[src/rtl/poly_sample_writer.sv]
`timescale 1ns/1ps
// Consumes packed coefficient words from the rejection sampler and writes each
// polynomial (64 words of 4 coefficients) into polynomial RAM, flushing and reseeding the sampler between polys.
module poly_sample_writer #(
   parameter int SAMPLE_W       = 23,
   parameter int BUS_W          = 4,
   parameter int WORDS_PER_POLY = 64,
   parameter int ADDR_W         = 10
) (
   input  logic                      clk,
   input  logic                      rst_n,
   input  logic                      start_i,
   input  logic [2:0]                sec_lvl,
   input  logic [SAMPLE_W*BUS_W-1:0] samples_i,
   input  logic                      valid_i,
   output logic                      ready_o,
   output logic                      flush_o,
   output logic                      poly_start_o,
   output logic [15:0]               nonce_o,
   output logic [2:0]                sec_lvl_o,
   output logic                      we_o,
   output logic [ADDR_W-1:0]         waddr_o,
   output logic [SAMPLE_W*BUS_W-1:0] wdata_o,
   output logic                      busy_o,
   output logic                      done_o
);

   localparam int         DATA_W    = SAMPLE_W * BUS_W;
   localparam logic [5:0] LAST_WORD = 6'(WORDS_PER_POLY - 1);

   typedef enum logic [2:0] {
      S_IDLE,
      S_FLUSH,
      S_LOAD,
      S_FILL,
      S_DONE
   } state_t;

   state_t              state_q, state_d;
   logic [3:0]          poly_idx_q, poly_idx_d;
   logic [5:0]          word_idx_q, word_idx_d;
   logic [3:0]          num_poly_q, num_poly_d;
   logic [2:0]          sec_lvl_q, sec_lvl_d;
   logic                we_q, we_d;
   logic [ADDR_W-1:0]   waddr_q, waddr_d;
   logic [DATA_W-1:0]   wdata_q, wdata_d;
   logic                handshake;

   always_comb begin
      state_d    = state_q;
      poly_idx_d = poly_idx_q;
      word_idx_d = word_idx_q;
      num_poly_d = num_poly_q;
      sec_lvl_d  = sec_lvl_q;
      we_d       = 1'b0;
      waddr_d    = waddr_q;
      wdata_d    = wdata_q;
      handshake  = valid_i && (state_q == S_FILL);

      case (state_q)
         S_IDLE: begin
            if (start_i) begin
               sec_lvl_d  = sec_lvl;
               poly_idx_d = 4'd0;
               word_idx_d = 6'd0;
               state_d    = S_FLUSH;
               case (sec_lvl)
                  3'd3:    num_poly_d = 4'd11;
                  3'd5:    num_poly_d = 4'd15;
                  default: num_poly_d = 4'd8;
               endcase
            end
         end
         S_FLUSH: state_d = S_LOAD;
         S_LOAD:  state_d = S_FILL;
         S_FILL: begin
            if (handshake) begin
               we_d       = 1'b1;
               waddr_d    = ADDR_W'({poly_idx_q, word_idx_q});
               wdata_d    = samples_i;
               word_idx_d = word_idx_q + 6'd1;
               // End of poly: any sampler words still pending are dropped by the next flush.
               if (word_idx_q == LAST_WORD) begin
                  word_idx_d = 6'd0;
                  if (poly_idx_q == num_poly_q - 4'd1) begin
                     state_d = S_DONE;
                  end else begin
                     poly_idx_d = poly_idx_q + 4'd1;
                     state_d    = S_FLUSH;
                  end
               end
            end
         end
         S_DONE:  state_d = S_IDLE;
         default: state_d = S_IDLE;
      endcase
   end

   always_ff @(posedge clk) begin
      if (!rst_n) begin
         state_q    <= S_IDLE;
         poly_idx_q <= 4'd0;
         word_idx_q <= 6'd0;
         num_poly_q <= 4'd0;
         sec_lvl_q  <= 3'd0;
         we_q       <= 1'b0;
         waddr_q    <= '0;
         wdata_q    <= '0;
      end else begin
         state_q    <= state_d;
         poly_idx_q <= poly_idx_d;
         word_idx_q <= word_idx_d;
         num_poly_q <= num_poly_d;
         sec_lvl_q  <= sec_lvl_d;
         we_q       <= we_d;
         waddr_q    <= waddr_d;
         wdata_q    <= wdata_d;
      end
   end

   assign ready_o      = (state_q == S_FILL);
   assign flush_o      = (state_q == S_FLUSH);
   assign poly_start_o = (state_q == S_LOAD);
   assign done_o       = (state_q == S_DONE);
   assign busy_o       = (state_q != S_IDLE);
   assign nonce_o      = {12'd0, poly_idx_q};
   assign sec_lvl_o    = sec_lvl_q;
   assign we_o         = we_q;
   assign waddr_o      = waddr_q;
   assign wdata_o      = wdata_q;

endmodule

[config.mk]
export PLATFORM = sky130hd
export DESIGN_NAME = poly_sample_writer
export DESIGN_NICKNAME = d
export VERILOG_FILES = /design/src/rtl/poly_sample_writer.sv
export SDC_FILE = /design/constraint.sdc
export NUM_CORES = 1
export LEC_CHECK = 0
export ABC_CLOCK_PERIOD_IN_PS = 1550
export CORE_UTILIZATION = 37
export CTS_CLUSTER_SIZE = 10
export DETAILED_ROUTE_END_ITERATION = 10
export PLACE_DENSITY = 0.74
export SLEW_MARGIN = 20
export SYNTH_ARGS = -nofsm -noshare
export SYNTH_HDL_FRONTEND = slang
export SYNTH_SLANG_ARGS = --single-unit
[constraint.sdc]
create_clock -name clk -period 1.55 [get_ports clk]
set_input_delay 0.3875 -clock clk [delete_from_list [all_inputs] [get_ports clk]]
set_output_delay 0.3875 -clock clk [all_outputs]
set_load 0.01 [all_outputs]
# After elaboration in Yosys (flattened, before gate mapping)
# Index checks and enable logic that the tools add are counted.
# classes
addsub	3
n_mul	0
div	0
magnitude_cmp	0
n_eq_ne	12
shift	0
mux	16
bitwise	0
n_reduce_logical	10
# op_table
cell	count
2-to-1 mux 6 bit	3
2-to-1 mux 4 bit	4
2-to-1 mux 3 bit	4
one-hot mux 3 bit (4 select lines)	1
one-hot mux 6 bit (2 select lines)	1
== test 3 x 2 -> 1 bit, second input constant	3
one-hot mux 4 bit (2 select lines)	1
adder 6 x 1 -> 6 bit, second input constant	1
== test 3 bit, second input constant	2
== test 6 bit, second input constant	1
one-hot mux 3 bit (2 select lines)	1
AND reduction 2 bit	3
AND reduction 3 bit	2
AND reduction 5 bit	1
adder 4 x 1 -> 4 bit, second input constant	1
== test 4 bit	1
!= test 2 x 1 -> 1 bit, second input constant	2
!= test 2 bit, second input constant	2
subtractor 4 x 1 -> 4 bit, second input constant	1
== test 3 x 1 -> 1 bit, second input constant	1
zero test 3 bit	1
nonzero test 3 bit	1
nonzero test 2 bit	1
logical AND 1 bit	1
2-to-1 mux 1 bit	1
# totals
reg_bits	123
latch_bits	0
ramBits	0
mem_bits_ro	0
inputBits	99
output_inout_bits	127
word_cells	49
memories	0

# Depth between registers and ports, before layout
# logic_depth
depth_word	6
mapped_depth	7
depth_no_buf	6

# Worst setup path before layout
# No wires, ideal clock.
# synth_timing
kind	register to register
startpoint	register poly_idx_q[3]
endpoint	register poly_idx_q[2]
setup_ns	0.117
arrival_ns	1.635
t_required_ns	1.433
path_slack_ns	-0.202
stages_incl_launch_ff	5
n_path_buf	0
synth_period_minus_slack_ns	1.752
path_cell_list	dfxtp_1 > xor3_1 > nor4b_1 > nor4_1 > a32o_1
# synth_between
elab_chain_cells	3
# synth_lines
item	line_no	text
from (decl)	40	logic [3:0] poly_idx_q, poly_idx_d;
from (signal assigned)	111	poly_idx_q <= poly_idx_d;
== test 4 bit	85	if (poly_idx_q == num_poly_q - 4'd1) begin
!= test 2 bit (no line)	n/a	
AND reduction 5 bit (no line)	n/a	
# Every way passes these cells.
# A chain may end at the register's enable or synchronous reset.

# Final worst setup path
# layout_timing
startpoint	register state_q[0]
endpoint	output port busy_o
# layout_between
elab_chain_cells	1
# layout_lines
item	line_no	text
from (decl)	39	state_t state_q, state_d;
from (signal assigned)	110	state_q <= state_d;
nonzero test 3 bit	125	assign busy_o = (state_q != S_IDLE);
to (decl)	24	output logic busy_o,
# Every way passes these cells.

==> results.toml <==
[worst_setup_path]
crit_end = "busy_o"
cp_max_fo = 4
timing.rr.end = "poly_idx_q[3]"
worstSetupPathDepth = 3
crit_path_end_kind = "output pin"
crit_buf_inv = 2
crit_type = "register to output pin"
slowest_delay_ns = 0.35
rr_worst_depth = 5
critPathTopFamily = "flip-flops"
start_kind = "register"
cp_slowest_cell = "dfxtp_4"
timing.reg2reg.setup_slack_ns = -0.16
startpoint = "state_q[0]"
arrival_ns = 1.37
timing.rr.start = "num_poly_q[1]"
required_ns = 1.16
path_cells = "buf_6 > or3_1 > buf_2"

[global_routing]
grtUsageMet3_pct = 7.55
grt_use_met1_pct = 23.8
antenna_found_initial = 0
grt_pass1_vias = 4617
grt_overflow = 0
grt_max_degree = 68
grt_pass1_wl_um = 21700
use_met2_pct = 37.8
top_usage_layer = "met2"
grtUsageTotal_pct = 21.6

[outcome]
violations = "negative setup slack"
status = "finished, violations left"

[finish]
layout-drive-gt1-share_pct = 17.0
antennaDiodeCount = 0
multi_input_area_um2 = 2180
stdcell_area_um2 = 8080
syn2layout_area_growth_pct = 74.6
final_util_pct = 66.7
fillers = 1010
seq_area_um2 = 2460
layout.nets = 919

[floorplanning]
pin_count = 226
dieArea_um2 = 13000
core_um2 = 12100
start_util_pct = 38.2
rows = 40
die_y_um = 114
die_w_um = 114

[clock_tree]
worstSkewPairLatency_ns = 0.41
cts_sinks = 122
clkTransAtPathRegs_ns = 0.05
htreeDepth = 4
cts_tree = "yes"
cts-buffers-inserted = 17
ctsHoldBuffers = 0
cts_root_buf = "clkbuf_16"
cts_buffer_depth = 2

[power]
p_per_area_nw_per_um2 = 1000
internal-power_mw = 6.46
combPwrFrac_pct = 9.2
p_sw_share_pct = 20.3
vdd_drop_max_v = 0.000812
p_leak_nw = 3.42
seqPwrFrac_pct = 39.7
total_power_mw = 8.11
switching_power_mw = 1.65
clkPwrFrac_pct = 51.1

[yosys]
synth.top_cell.area_share_pct = 52.7
synth-xor-area-share_pct = 1.08
synthAdderAreaFrac_pct = 0.811
synth_seq_area_share_pct = 52.7
synth_compound_area_share_pct = 14.3
ys_seq_elements = 122
yosys.area_share.simple_pct = 24.1
syn-instance-count = 579
yosysWarnings = 0
synth_area_leaders = "dfxtp_1 53%, nand2_1 18%, a21oi_1 12%"
synth_top_family_by_area = "simple AND/OR/NAND/NOR gates"
yosysTopAreaCell = "dfxtp_1"
synth_area_um2 = 4630
synthDistinctLibCells = 45
syn_avg_cell_area_um2 = 8.00
muxShareOfSynthArea_pct = 0.432

[timing]
rsz0062_at_grt = "yes"
maxSlewViolCount = 0
finalClockSkew_ns = 0.00657
fmax_ghz = 0.570
period_needed_ns = 1.75
tightest_slew_ns = 0.506
finalSetupViolCount = 19
relSlewSlack_pct = 66.1
tns_ns = -0.930
period_share_pct = 113
timing_hold_violations_final = 0
setup_slack_ns = -0.205

[place]
dp_hpwl_um = 9470
dpl_cell_area_um2 = 7130
place_ws_ns = -0.413
port_buffers = 213
place_congestion = 0.817

[drt]
vias = 4799
routed_wl_um = 14700
drt_iter0_markers = 237
drc = 0
drt-pass1-iter-count = 4
final_antenna_net_count = 0
routed_via_density = 4.81
avgRoutedWirePerCell_um = 14.7

[hold_path]
hp-class = "register to register"

[run]
max-cap-violations = 0
-- power by group through the flow --
stage          registers, mW  logic, mW  clock network, mW
2_1_floorplan           3.30      0.249                  0
4_1_cts                 3.21      0.696               4.22
5_1_grt                 3.22      0.801               4.37
3_3_place_gp            3.28      0.665                  0
3_5_place_dp            3.29      0.676                  0
6_report                3.22      0.747               4.14
-- worst min-delay path, cell delays in order (launching register included) --
cell	delay [ns]
dfxtp_1	0.30
nand2_1	0.05
a21oi_1	0.05
-- layout make-up --
class                           count  area share [%]
Timing Repair Buffer              262            31.9
Sequential cell                   122            30.5
Multi-Input combinational cell    410            27.0
Clock buffer                       24            6.08
Tap cell                          168            2.60
Clock inverter                      7            1.70
Inverter                            4           0.201
-- metal layers --
layer	vias to the layer above	wire, um
li1	2359	-
met1	2229	5890
met2	181	7430
met3	30	1010
met4	0	316
met5	-	0
-- cell usage after synthesis, drive strengths merged --
cell	instances
a21boi	1
a21oi	109
a31oi	3
a32o	1
a32oi	1
a41oi	1
and2	2
and3	1
and3b	1
and4b	1
buf	32
clkbuf	22
conb	1
dfxtp	122
ha	3
inv	4
mux2i	2
nand2	217
nand3	8
nand3b	2
nand4b	2
nor2	10
nor2b	2
nor3	5
nor3b	3
nor4	1
nor4b	2
o211ai	2
o21a	1
o21ai	5
o311ai	1
o31a	1
or2	1
or3	3
or4b	2
xnor2	2
xor2	1
xor3	1
-- kinds of logic (layout without fill, tap and decap cells) --
kind of cell / after synthesis / after routing
muxes: 2 / 2
AOI/OAI and AO/OA: 126 / 126
buffers and inverters: 58 / 297
DFF: 122 / 122
adders and majority gates: 3 / 3
xor gates and xnor gates: 4 / 4
other: 1 / 12
and+or+nand+nor: 263 / 263
-- how the worst min path moves through the flow --
| stage | from | end | slack [ns] | cells after the start |
|---|---|---|---|---|
| floorplan | word_idx_q[5] | word_idx_q[5] | 0.45 | 1 |
| global placement | wdata_o[33] | wdata_o[33] | 0.44 | 2 |
| detailed placement | wdata_o[33] | wdata_o[33] | 0.45 | 2 |
| CTS | wdata_o[33] | wdata_o[33] | 0.45 | 2 |
| global route | wdata_o[30] | wdata_o[30] | 0.46 | 2 |
| finish | wdata_o[30] | wdata_o[30] | 0.45 | 2 |
-- timing repair --
action,4_1_cts,5_1_grt
pin swaps,13,13
endpoints found under the hold margin,0,0
buffers inserted,7,0
endpoints found under the setup margin,173,92
resized for setup,164,48
gates cloned,1,5
-- flip-flops by register name (all words and copies together), names as in the netlist --
| signal | count |
|---|---|
| we_o | 1 |
| waddr_o | 10 |
| wdata_o | 92 |
| word_idx_q | 6 |
| poly_idx_q | 4 |
| sec_lvl_o | 3 |
| num_poly_q | 3 |
| state_q | 3 |
-- cells in the final DEF, fill, tap and decap left out, types with 7 or more instances in the layout --
cell type / netlist / final
a21oi_1: 109 / 93
a21oi_2: 0 / 16
buf_4: 12 / 24
buf_6: 2 / 13
clkbuf_16: 0 / 21
clkdlybuf4s50_1: 0 / 98
conb_1: 1 / 12
dfxtp_1: 122 / 112
dlygate4sd2_1: 0 / 108
nand2_1: 217 / 215
nand3_1: 8 / 7
nor2_1: 9 / 9
-- per-stage QoR --
step / hold slack, ns / cells
6_report: 0.448 / 997
5_1_grt: 0.462 / 997
4_1_cts: 0.451 / 992
3_5_place_dp: 0.447 / 953
3_3_place_gp: 0.441 / 953
2_1_floorplan: 0.449 / 590
(Power assumes the default switching activity.)
